$ cat config.mk
export PLATFORM = sky130hd
export DESIGN_NAME = instr_encoder
export DESIGN_NICKNAME = d
export VERILOG_FILES = /design/src/rtl/rv32_pkg.sv /design/src/rtl/instr_field_pack.sv /design/src/rtl/instr_encoder.sv
export SDC_FILE = /design/constraint.sdc
export NUM_CORES = 1
export LEC_CHECK = 0
export ABC_AREA = 1
export CAP_MARGIN = 10
export CELL_PAD_IN_SITES_DETAIL_PLACEMENT = 1
export CELL_PAD_IN_SITES_GLOBAL_PLACEMENT = 1
export CORE_MARGIN = 2
export CORE_UTILIZATION = 37
export DETAILED_ROUTE_END_ITERATION = 16
export GPL_TIMING_DRIVEN = 0
export PLACE_DENSITY = 0.73
export SYNTH_ARGS = -nofsm -noshare
export SYNTH_HDL_FRONTEND = slang
export SYNTH_SLANG_ARGS = --single-unit
$ cat constraint.sdc
create_clock -name clk -period 3.2 [get_ports clk]
set_clock_uncertainty 0.05 [all_clocks]
set_input_delay 0.64 -clock clk [delete_from_list [all_inputs] [get_ports clk]]
set_output_delay 0.64 -clock clk [all_outputs]
set_load 0.01 [all_outputs]
$ cat src/rtl/rv32_pkg.sv
// Shared RV32 encoding constants: ALU operation codes, major opcodes and funct fields.
// The decode block uses the same constants, so both sides stay in step.
package rv32_pkg;

  localparam logic [2:0] ALU_ADD = 3'b000;
  localparam logic [2:0] ALU_SUB = 3'b001;
  localparam logic [2:0] ALU_AND = 3'b010;
  localparam logic [2:0] ALU_OR  = 3'b011;
  localparam logic [2:0] ALU_SLL = 3'b100;
  localparam logic [2:0] ALU_SLT = 3'b101;
  localparam logic [2:0] ALU_XOR = 3'b110;
  localparam logic [2:0] ALU_SRL = 3'b111;

  localparam logic [6:0] OP_RTYPE = 7'b0110011;
  localparam logic [6:0] OP_ITYPE = 7'b0010011;

  localparam logic [2:0] F3_ADD_SUB = 3'b000;
  localparam logic [2:0] F3_SLL     = 3'b001;
  localparam logic [2:0] F3_SLT     = 3'b010;
  localparam logic [2:0] F3_SLTU    = 3'b011;
  localparam logic [2:0] F3_XOR     = 3'b100;
  localparam logic [2:0] F3_SR      = 3'b101;
  localparam logic [2:0] F3_OR      = 3'b110;
  localparam logic [2:0] F3_AND     = 3'b111;

  localparam logic [6:0] F7_BASE = 7'b0000000;
  localparam logic [6:0] F7_ALT  = 7'b0100000;

endpackage

$ cat src/rtl/instr_field_pack.sv
// Combinational packer: decoded request -> 32-bit RV32 R/I-type word plus illegal flag.
// I-type table mirrors the core decoder as-is (010 -> ORI, 011 -> ANDI, 110 -> SLLI).
module instr_field_pack
  import rv32_pkg::*;
(
  input  logic [2:0]  alu_control,
  input  logic        alu_src,
  input  logic [4:0]  rd,
  input  logic [4:0]  rs1,
  input  logic [4:0]  rs2,
  input  logic [11:0] imm,
  output logic [31:0] instr,
  output logic        illegal
);

  logic [11:0] upper;
  logic [2:0]  funct3;
  logic [6:0]  opcode;

  always_comb begin
    upper   = '0;
    funct3  = F3_ADD_SUB;
    opcode  = OP_RTYPE;
    illegal = 1'b0;
    if (!alu_src) begin
      upper = {F7_BASE, rs2};
      case (alu_control)
        ALU_ADD: funct3 = F3_ADD_SUB;
        ALU_SUB: begin
          funct3 = F3_ADD_SUB;
          upper  = {F7_ALT, rs2};
        end
        ALU_SLL: funct3 = F3_SLL;
        ALU_SLT: funct3 = F3_SLT;
        ALU_XOR: funct3 = F3_XOR;
        ALU_SRL: funct3 = F3_SR;
        ALU_OR:  funct3 = F3_OR;
        default: funct3 = F3_AND;
      endcase
    end else begin
      opcode = OP_ITYPE;
      upper  = imm;
      case (alu_control)
        3'b000: funct3 = F3_ADD_SUB;
        3'b010: funct3 = F3_OR;
        3'b011: funct3 = F3_AND;
        3'b110, 3'b111: begin
          // Shift amount lives in imm[4:0]; any high bit set is not encodable.
          funct3  = (alu_control == 3'b110) ? F3_SLL : F3_SR;
          upper   = {7'b0000000, imm[4:0]};
          illegal = |imm[11:5];
        end
        default: illegal = 1'b1;
      endcase
    end
    instr = {upper, rs1, funct3, rd, opcode};
  end

endmodule

$ cat src/rtl/instr_encoder.sv
// Streaming RV32 encoder: packs requests into words, tags them with an incrementing
// byte address and buffers them in a 2-entry FIFO; illegal requests are dropped and counted.
module instr_encoder
  import rv32_pkg::*;
#(
  parameter int unsigned          ADDR_W    = 32,
  parameter logic [ADDR_W-1:0]    BASE_ADDR = '0
) (
  input  logic              clk,
  input  logic              rst_n,
  input  logic              flush,
  input  logic              in_valid,
  output logic              in_ready,
  input  logic [2:0]        in_alu_control,
  input  logic              in_alu_src,
  input  logic [4:0]        in_rd,
  input  logic [4:0]        in_rs1,
  input  logic [4:0]        in_rs2,
  input  logic [11:0]       in_imm,
  output logic              out_valid,
  input  logic              out_ready,
  output logic [31:0]       out_instr,
  output logic [ADDR_W-1:0] out_addr,
  output logic              err_illegal,
  output logic [7:0]        illegal_cnt
);

  logic [31:0]       pack_instr;
  logic              pack_illegal;

  logic [31:0]       instr_reg [2];
  logic [ADDR_W-1:0] addr_reg  [2];
  logic [1:0]        count_reg;
  logic [ADDR_W-1:0] next_addr_reg;
  logic              err_reg;
  logic [7:0]        cnt_reg;

  logic accept;
  logic push;
  logic drop;
  logic pop;

  instr_field_pack u_pack (
    .alu_control (in_alu_control),
    .alu_src     (in_alu_src),
    .rd          (in_rd),
    .rs1         (in_rs1),
    .rs2         (in_rs2),
    .imm         (in_imm),
    .instr       (pack_instr),
    .illegal     (pack_illegal)
  );

  assign in_ready    = (count_reg != 2'd2);
  assign out_valid   = (count_reg != 2'd0);
  assign out_instr   = instr_reg[0];
  assign out_addr    = addr_reg[0];
  assign err_illegal = err_reg;
  assign illegal_cnt = cnt_reg;

  assign accept = in_valid && in_ready;
  assign push   = accept && !pack_illegal;
  assign drop   = accept && pack_illegal;
  assign pop    = out_valid && out_ready;

  // Slot 0 is always the head; slot 1 only fills when the head is stalled.
  always_ff @(posedge clk) begin
    if (!rst_n) begin
      count_reg     <= 2'd0;
      next_addr_reg <= BASE_ADDR;
      instr_reg[0]  <= '0;
      instr_reg[1]  <= '0;
      addr_reg[0]   <= BASE_ADDR;
      addr_reg[1]   <= BASE_ADDR;
      err_reg       <= 1'b0;
      cnt_reg       <= 8'd0;
    end else if (flush) begin
      count_reg     <= 2'd0;
      next_addr_reg <= BASE_ADDR;
      err_reg       <= 1'b0;
      cnt_reg       <= 8'd0;
    end else begin
      if (push) begin
        next_addr_reg <= next_addr_reg + ADDR_W'(4);
      end
      if (drop) begin
        err_reg <= 1'b1;
        if (cnt_reg != 8'hFF) begin
          cnt_reg <= cnt_reg + 8'd1;
        end
      end
      case (count_reg)
        2'd0: begin
          if (push) begin
            instr_reg[0] <= pack_instr;
            addr_reg[0]  <= next_addr_reg;
            count_reg    <= 2'd1;
          end
        end
        2'd1: begin
          if (push && pop) begin
            instr_reg[0] <= pack_instr;
            addr_reg[0]  <= next_addr_reg;
          end else if (push) begin
            instr_reg[1] <= pack_instr;
            addr_reg[1]  <= next_addr_reg;
            count_reg    <= 2'd2;
          end else if (pop) begin
            count_reg    <= 2'd0;
          end
        end
        default: begin
          if (pop) begin
            instr_reg[0] <= instr_reg[1];
            addr_reg[0]  <= addr_reg[1];
            count_reg    <= 2'd1;
          end
        end
      endcase
    end
  end

endmodule

# [Yosys cells after proc, flatten, opt, wreduce, memory -nomap -nowiden]
# Memories as Yosys holds them, arrays and structs flattened.
# Index checks and enable logic that the tools add are counted.
[totals] ff_bits=43 ramBits=128 input_bits=36 out_inout_bits=75 word_cells=93 mem_count=2
[op_classes] n_addsub=2 n_eq_ne=13 mux=45 bitwise=9 reduce_logical=18
[memory_table] name="addr_reg" depth=2 width=32 rd=2 rd_ports_with_merged_regs=0 write_ports=2 line_no="instr_encoder.sv:32" text="logic [ADDR_W-1:0] addr_reg [2];"
[memory_table] name="instr_reg" depth=2 width=32 rd=2 rd_ports_with_merged_regs=0 write_ports=2 line_no="instr_encoder.sv:31" text="logic [31:0] instr_reg [2];"
[op_table] op="$mux 32" count=8
[op_table] op="$add 32x3->32 const B" count=1
[op_table] op="$mux 12" count=2
[op_table] op="$mux 1" count=22
[op_table] op="$pmux 3 s6" count=1
[op_table] op="$eq 3x3->1 const B" count=4
[op_table] op="$mux 11" count=1
[op_table] op="$mux 2" count=5
[op_table] op="$pmux 3 s3" count=1
[op_table] op="$add 8x1->8 const B" count=1
[op_table] op="$ne 8x8->1 const B" count=1
[op_table] op="$or 1x1->1" count=8
[op_table] op="$reduce_or 2->1" count=4
[op_table] op="$reduce_or 7->1" count=1
[op_table] op="$eq 3x2->1 const B" count=2
[op_table] op="$mux 3" count=2
[op_table] op="$mux 6" count=1
[op_table] op="$ne 2x2->1 const B" count=3
[op_table] op="$logic_and 1x1->1" count=5
[op_table] op="$pmux 2 s2" count=1
[op_table] op="$reduce_and 4->1" count=1
[op_table] op="$eq 3x1->1 const B" count=1
[op_table] op="$logic_not 3->1" count=1
[op_table] op="$ne 3x3->1 const B" count=1
[op_table] op="other kinds (9)" count=9

# [Depth between registers and ports, before layout]
# Gate-level depths: netlist (run 1).
[depth] depth_word=14 mapped_depth=13 mapped_depth_nobuf=11

# [Hierarchy]
# Synthesis (run 1) repeated with hierarchy kept, for this count alone.
[hier_totals] cells_unflattened=710 area_unflattened_um2=7886.3
[modules_own_cells] mod="instr_encoder" instances=1 cells_per_inst=632 area_per_inst_um2=7490.9 seq_area_each_um2=4544.4
[modules_own_cells] mod="instr_field_pack" instances=1 cells_per_inst=78 area_per_inst_um2=395.4 seq_area_each_um2=0.0

# [Worst setup path before layout (run 1)]
# OpenSTA, ideal clock, no wires.
[synth_path] path_kind="input port to flip-flop" from="input rst_n" to="memory addr_reg[0][10] (enable)" setup_ps=416 t_arrival_ps=2542 required_time_ps=2734 slack_ps=192 stages=7 n_path_buf=1 cell_sequence="inv_2 -> nor2_4 -> inv_2 -> nor3_2 -> buf_2 -> nor2_1 -> nand2_1"
[synth_rtl] element="start, declared" line_no="instr_encoder.sv:10" text="input logic rst_n,"
[synth_rtl] element="end, declared" line_no="instr_encoder.sv:32"

==> results of run 1 <==
critical path, stage by stage:
cell and delay (ns):
clkdlybuf4s50_1 0.56, inv_2 0.07, nor2_4 0.24, inv_2 0.15, nor3_2 0.35, buf_2 0.31, nor2_1 0.13, nand2_8 0.39
synthesized netlist by cell type:
master    count
nand2_4      21
and3_1        3
o21bai_1      3
xnor2_1       3
nand2_1     321
inv_1        76
o21a_1        2
buf_4         7
dfxtp_1      41
nand3b_1     12
a31oi_1       2
inv_4         1
clkbuf_1     12
edfxtp_1    114
o21ai_0      14
nor3_2        1
nand2_2       5
buf_2         7
buf_8         1
nand3_1      20
nor2_2        1
buf_12        2
xor2_1       12
nand3_4       2
inv_2        23
nor3_1        1
o22ai_1       1
nor2_4        1
conb_1        1
nand4_1       3
a21oi_1      33
nor2_1       74
ha_1          2
worst max path at each step:
stage,startpoint,to,slack [ns],cells after the start
after floorplan,rst_n,addr_reg[0][10],0.19,7
after global placement,rst_n,addr_reg[0][17],-1.65,8
after detailed placement,rst_n,addr_reg[0][17],-0.38,8
after CTS,rst_n,addr_reg[0][17],0.08,8
after global routing,rst_n,addr_reg[0][18],0.18,8
final,rst_n,addr_reg[0][18],0.35,8
where the power goes:
part	switching, W	leakage, nW	internal (W)
clock	0.000929	0.331	0.00142
sequential	0.0000229	1.52	0.00223
combinational	0.000194	2.44	0.000149
total	0.00115	4.29	0.00380
metrics by stage:
step	setup slack, ns	TNS (ns)
CTS	0.0820	0
global placement	-1.65	-170.05
floorplan	0.192	0
finish	0.349	0
detailed placement	-0.378	-21.23
global route	0.184	0
layout make-up:
class	instances	area, um^2
buffer	29	188
clock buffer	17	425
clock inverter	15	248
fill	2292	10000
inverter	100	378
multi-input combinational	542	2540
sequential	155	4240
tap	265	332
timing repair buffer	105	1050
metal layers:
layer / global-route usage, % / wire length [um] / vias to the layer above
met3: 4.27 / 792 / 31
met5: 0 / 0 / -
met4: 7.10 / 387 / 0
met1: 23.4 / 8540 / 2727
li1: - / - / 2842
met2: 31.5 / 8740 / 107
layout by cell type (no fill, tap or decap), types with 12 or more instances in the layout:
cell type	count
edfxtp_1	114
clkbuf_16	17
dfxtp_1	41
a21oi_1	33
inv_2	23
nand3_1	20
nand3b_1	12
nand2_1	319
inv_1	76
clkdlybuf4s50_1	105
o21ai_0	14
nor2_1	74
clkbuf_1	12
xor2_1	12
nand2_4	22
kinds of logic after synthesis:
family / share of synthesized area (%)
flops: 58.1
fa+ha+maj: 0.342
other cells: 0.0513
simple gates: 28.0
buf+inv: 7.74
xor+xnor: 1.80
compound gates: 3.99
repair_timing:
item | 4_1_cts | 5_1_grt
hold buffers | 0 | 0
endpoints found under the hold margin | 0 | 0
endpoints found under the setup margin | 0 | 57
gates resized for setup | 0 | 1
==> metrics.txt, run 1 <==
outcome=finished clean; Final ANT Viol Nets=0; vias per inst=about 4.6; io pins=111; area of the die=20,900 um^2; RSZ-0062 raised after global routing=false; # H-tree levels=4; total CTS buffers=17; max-cap viol count=0; Netlist Area Pre-Place=7310 um^2; Die Span X=about 140 um; CP arrival=2.88 ns; max reg flops=60; fin cells=roughly 1,200; syn_area_per_cell=slightly below 9 um^2; Pleak=4.29 nW; DRC viols=0; top post-synthesis cells by area=edfxtp_1, nand2_1, dfxtp_1; vias in the first global route=~5,900; setup violators final=0; min-delay src=err_illegal; DR vias=roughly 5,700; antenna violations before repair=0; Avg WL per Cell=between 15 and 20 um; R2R Setup Slk=~0.98 ns; Critical Path End Type=register; first-pass GRT wire length=29.6 mm; peak supply drop=0.441 mV; CP Class=input port to register; Design Power=~0.0049 W; Clk Latency, worst-skew pair=0.44 ns; min Tclk post-route=roughly 2.9 ns; global-route congestion overflow total=0; core footprint=around 19,000 um^2; Reg2Reg Depth=5; largest net degree at the start of global routing=58; height of the die=between 100 and 150 um; fmax=about 0.35 GHz; Starting Density=between 30 and 40%; synth unique cells=33; Final Max Slew Viols=0; initial drt markers=between 200 and 250; DP HPWL=between 10 and 15 mm; cell area after layout=between 9000 and 10,000 um^2; # diodes=0; Setup Buffers After CTS=0; period utilization=just under 90%; routability cong.=around 0.89; sequential share of the synthesized area=58.1%; I/O Buffers=approximately 110; worst path required time=about 3.2 ns; Layout Utilization=just under 50%; hold_ws=0.418 ns; critical path peak fanout=57; share of the synthesized area in the top cell type=between 40% and 50%; CTS sink cnt=about 160; area leader, netlist=edfxtp_1; dpl cells=1,196; synth warn=0; DR pass1 iterations=4; All-Layer GR Usage=a little under a fifth; reg-to-reg startpoint=count_reg[1]; Final Hold Vio Count=0; final net count=slightly below 1,000; cell count after synthesis=~820; worst hold path stage count=1; Area Overhead vs Synth=28.7%; normalized max-slew margin=approximately 44%; clk root buf=clkbuf_16; Worst-Margin Slew=0.837 ns; PwrDens=between 500 and 600 nW/um^2; Clock Path Buffers=2; HP Class=register to register; RR Endpoint=addr_reg[0][18]; Clk pin slew, worst setup/hold paths=roughly 0.070 ns; Worst Hold Path EP=err_illegal; dpl cell area=around 8700 um^2; Worst setup SP type=input port; FP Rows=between 50 and 60; register bit total from synthesis=roughly 160; share of layout cells above drive strength 1=roughly 11%; CTS tree=built; final WL=18.5 mm
No activity file was read; power rests on OpenSTA's default activity.
==> inputs of run 2 (changes only) <==
CORE_ASPECT_RATIO = 0.75   (was default)
==> metrics.txt, run 2 (synthesis gave the netlist of run 1 again) <==
outcome=finished clean; worst path required time=3.20 ns (-0.03 ns); GRT met3 Usage=4.31% (+0.034 points); CP top delay family=simple AND/OR/NAND/NOR gates; CP max stage cell=nand2_4; HP Class=register to register; grt met1 use=26.4% (+3.0 points); Setup Buffers After CTS=0 (unchanged); FP Rows=44 (-14%); critical path peak fanout=57 (unchanged); DR pass1 iterations=4 (unchanged); share of layout cells above drive strength 1=11.0% (unchanged); min-delay src=next_addr_reg[31]; Final Max Slew Viols=0 (unchanged); Clk pin slew, worst setup/hold paths=0.06 ns (about the same); R2R Setup Slk=0.74 ns (-0.24 ns); min Tclk post-route=3.01 ns (+0.156 ns); final WL=18.5 mm (+0.13%); commonest non-fill, non-tap cell in the layout=nand2_1; Critical Path End Type=register; area of the die=20,900 um^2 (about the same); CP max stage delay=0.59 ns (+0.03 ns); RR Endpoint=addr_reg[0][19]; RSZ-0062 raised after global routing=false; crit-path cells=clkdlybuf4s50_1, inv_2, nor2_4, inv_2, nor3_2, buf_2, nor2_1, nand2_4; routability cong.=0.900 (+1.6%); # diodes=0 (unchanged); global-route congestion overflow total=0 (unchanged); setup violators final=0 (unchanged); final net count=988 (unchanged); DRC viols=0 (unchanged); # H-tree levels=4 (unchanged); Final Hold Vio Count=0 (unchanged); largest net degree at the start of global routing=58 (unchanged); CTS resizes=0 (unchanged); Layout Utilization=48.0% (-0.45 points); Clock Path Buffers=2 (unchanged); Worst Hold Path EP=next_addr_reg[31]; CP arrival=3.01 ns (+0.13 ns); clk root buf=clkbuf_16; height of the die=126 um (-13%); vias in the first global route=5,769 (-1.6%); io pins=111 (unchanged); Reg2Reg Depth=5 (unchanged); fin cells=1,216 (-0.98%); Pleak=4.25 nW (-0.90%); max-cap viol count=0 (unchanged); Starting Density=37.7% (+0.039 points); Avg WL per Cell=15.2 um (+1.1%); DP HPWL=13.3 mm (+1.5%); gr busiest metal=met2; worst hold path stage count=2 (+1); Final ANT Viol Nets=0 (unchanged); first-pass GRT wire length=30.3 mm (+2.3%); antenna violations before repair=0 (unchanged); Hold-fix buffers, CTS=0 (unchanged); total CTS buffers=17 (unchanged); I/O Buffers=105 (unchanged); Clk Latency, worst-skew pair=0.43 ns (about the same); fmax=0.332 GHz (-5.2%); core footprint=19,400 um^2 (-0.10%); Area Overhead vs Synth=27.3%; period utilization=94.0% (+4.9 points); Worst path most repeated cell=inv_2; PwrDens=499 nW/um^2 (-5.1%); All-Layer GR Usage=18.3% (-0.34 points); buffers plus inverters on the worst setup path=4 (unchanged); CP Class=input port to register; met2 Use GR=28.1% (-3.3 points); vias per inst=4.67 (+0.51%); CTS sink cnt=155 (unchanged); DR vias=5,680 (-0.47%); Worst-Margin Slew=0.831 ns (-0.00626 ns); Worst setup SP type=input port; Die Span X=166 um (+15%); max reg flops=60 (unchanged); peak supply drop=0.354 mV (-20%); normalized max-slew margin=44.6% (+0.42 points); dpl cells=1,184 (-1.0%); reg-to-reg startpoint=count_reg[1]; commonest non-fill, non-tap cells in the layout=nand2_1, edfxtp_1, clkdlybuf4s50_1, inv_1, nor2_1; CTS tree=built; initial drt markers=235 (+3.5%)
[run 2: how the worst max path moves through the flow]
stage	endpoint	depth (start not counted)	slack (ns)	start
after floorplan	addr_reg[0][10]	7	0.19	rst_n
after global placement	addr_reg[0][14]	8	-1.56	rst_n
after detailed placement	addr_reg[0][12]	8	-0.32	rst_n
after CTS	addr_reg[0][27]	8	0.14	rst_n
after global routing	addr_reg[0][19]	8	0.02	rst_n
final	addr_reg[0][19]	8	0.19	rst_n
[run 2: routing by layer]
metal | share of wire [%] | vias up
met5 | 0 | -
met4 | 1.2 | 0
met3 | 4.2 | 22
met2 | 43 | 111
met1 | 51 | 2699
li1 | - | 2848
[run 2: cell type report]
type / instances / area, um^2
Buffer: 29 / 188
Clock inverter: 15 / 175
Fill cell: 2248 / 10100
Tap cell: 253 / 317
Sequential cell: 155 / 4240
Inverter: 100 / 378
Timing Repair Buffer: 105 / 1050
Clock buffer: 17 / 425
Multi-Input combinational cell: 542 / 2530
[run 2: tightest hold or removal path: stages, from the launching register on]
cell and delay, ns:
dfxtp_1 0.33, nand2_1 0.07, a21oi_1 0.06
[run 2: per-stage QoR]
stage               TNS, ns  hold slack [ns]  instance area, um^2  power [W]  worst slack, ns
finish                    0            0.456                 9310    0.00464            0.192
global route              0            0.474                 9310    0.00481           0.0209
CTS                       0            0.458                 9310    0.00469            0.141
detailed placement   -17.91            0.449                 8700    0.00264           -0.320
global placement    -162.20            0.431                 8690    0.00264            -1.56
floorplan                 0            0.410                 7320    0.00245            0.192
[run 2: power breakdown]
part | switching [W] | total [W] | internal (W)
registers | 0.0000223 | 0.00225 | 0.00223
logic | 0.000192 | 0.000341 | 0.000148
clock network | 0.000935 | 0.00205 | 0.00112
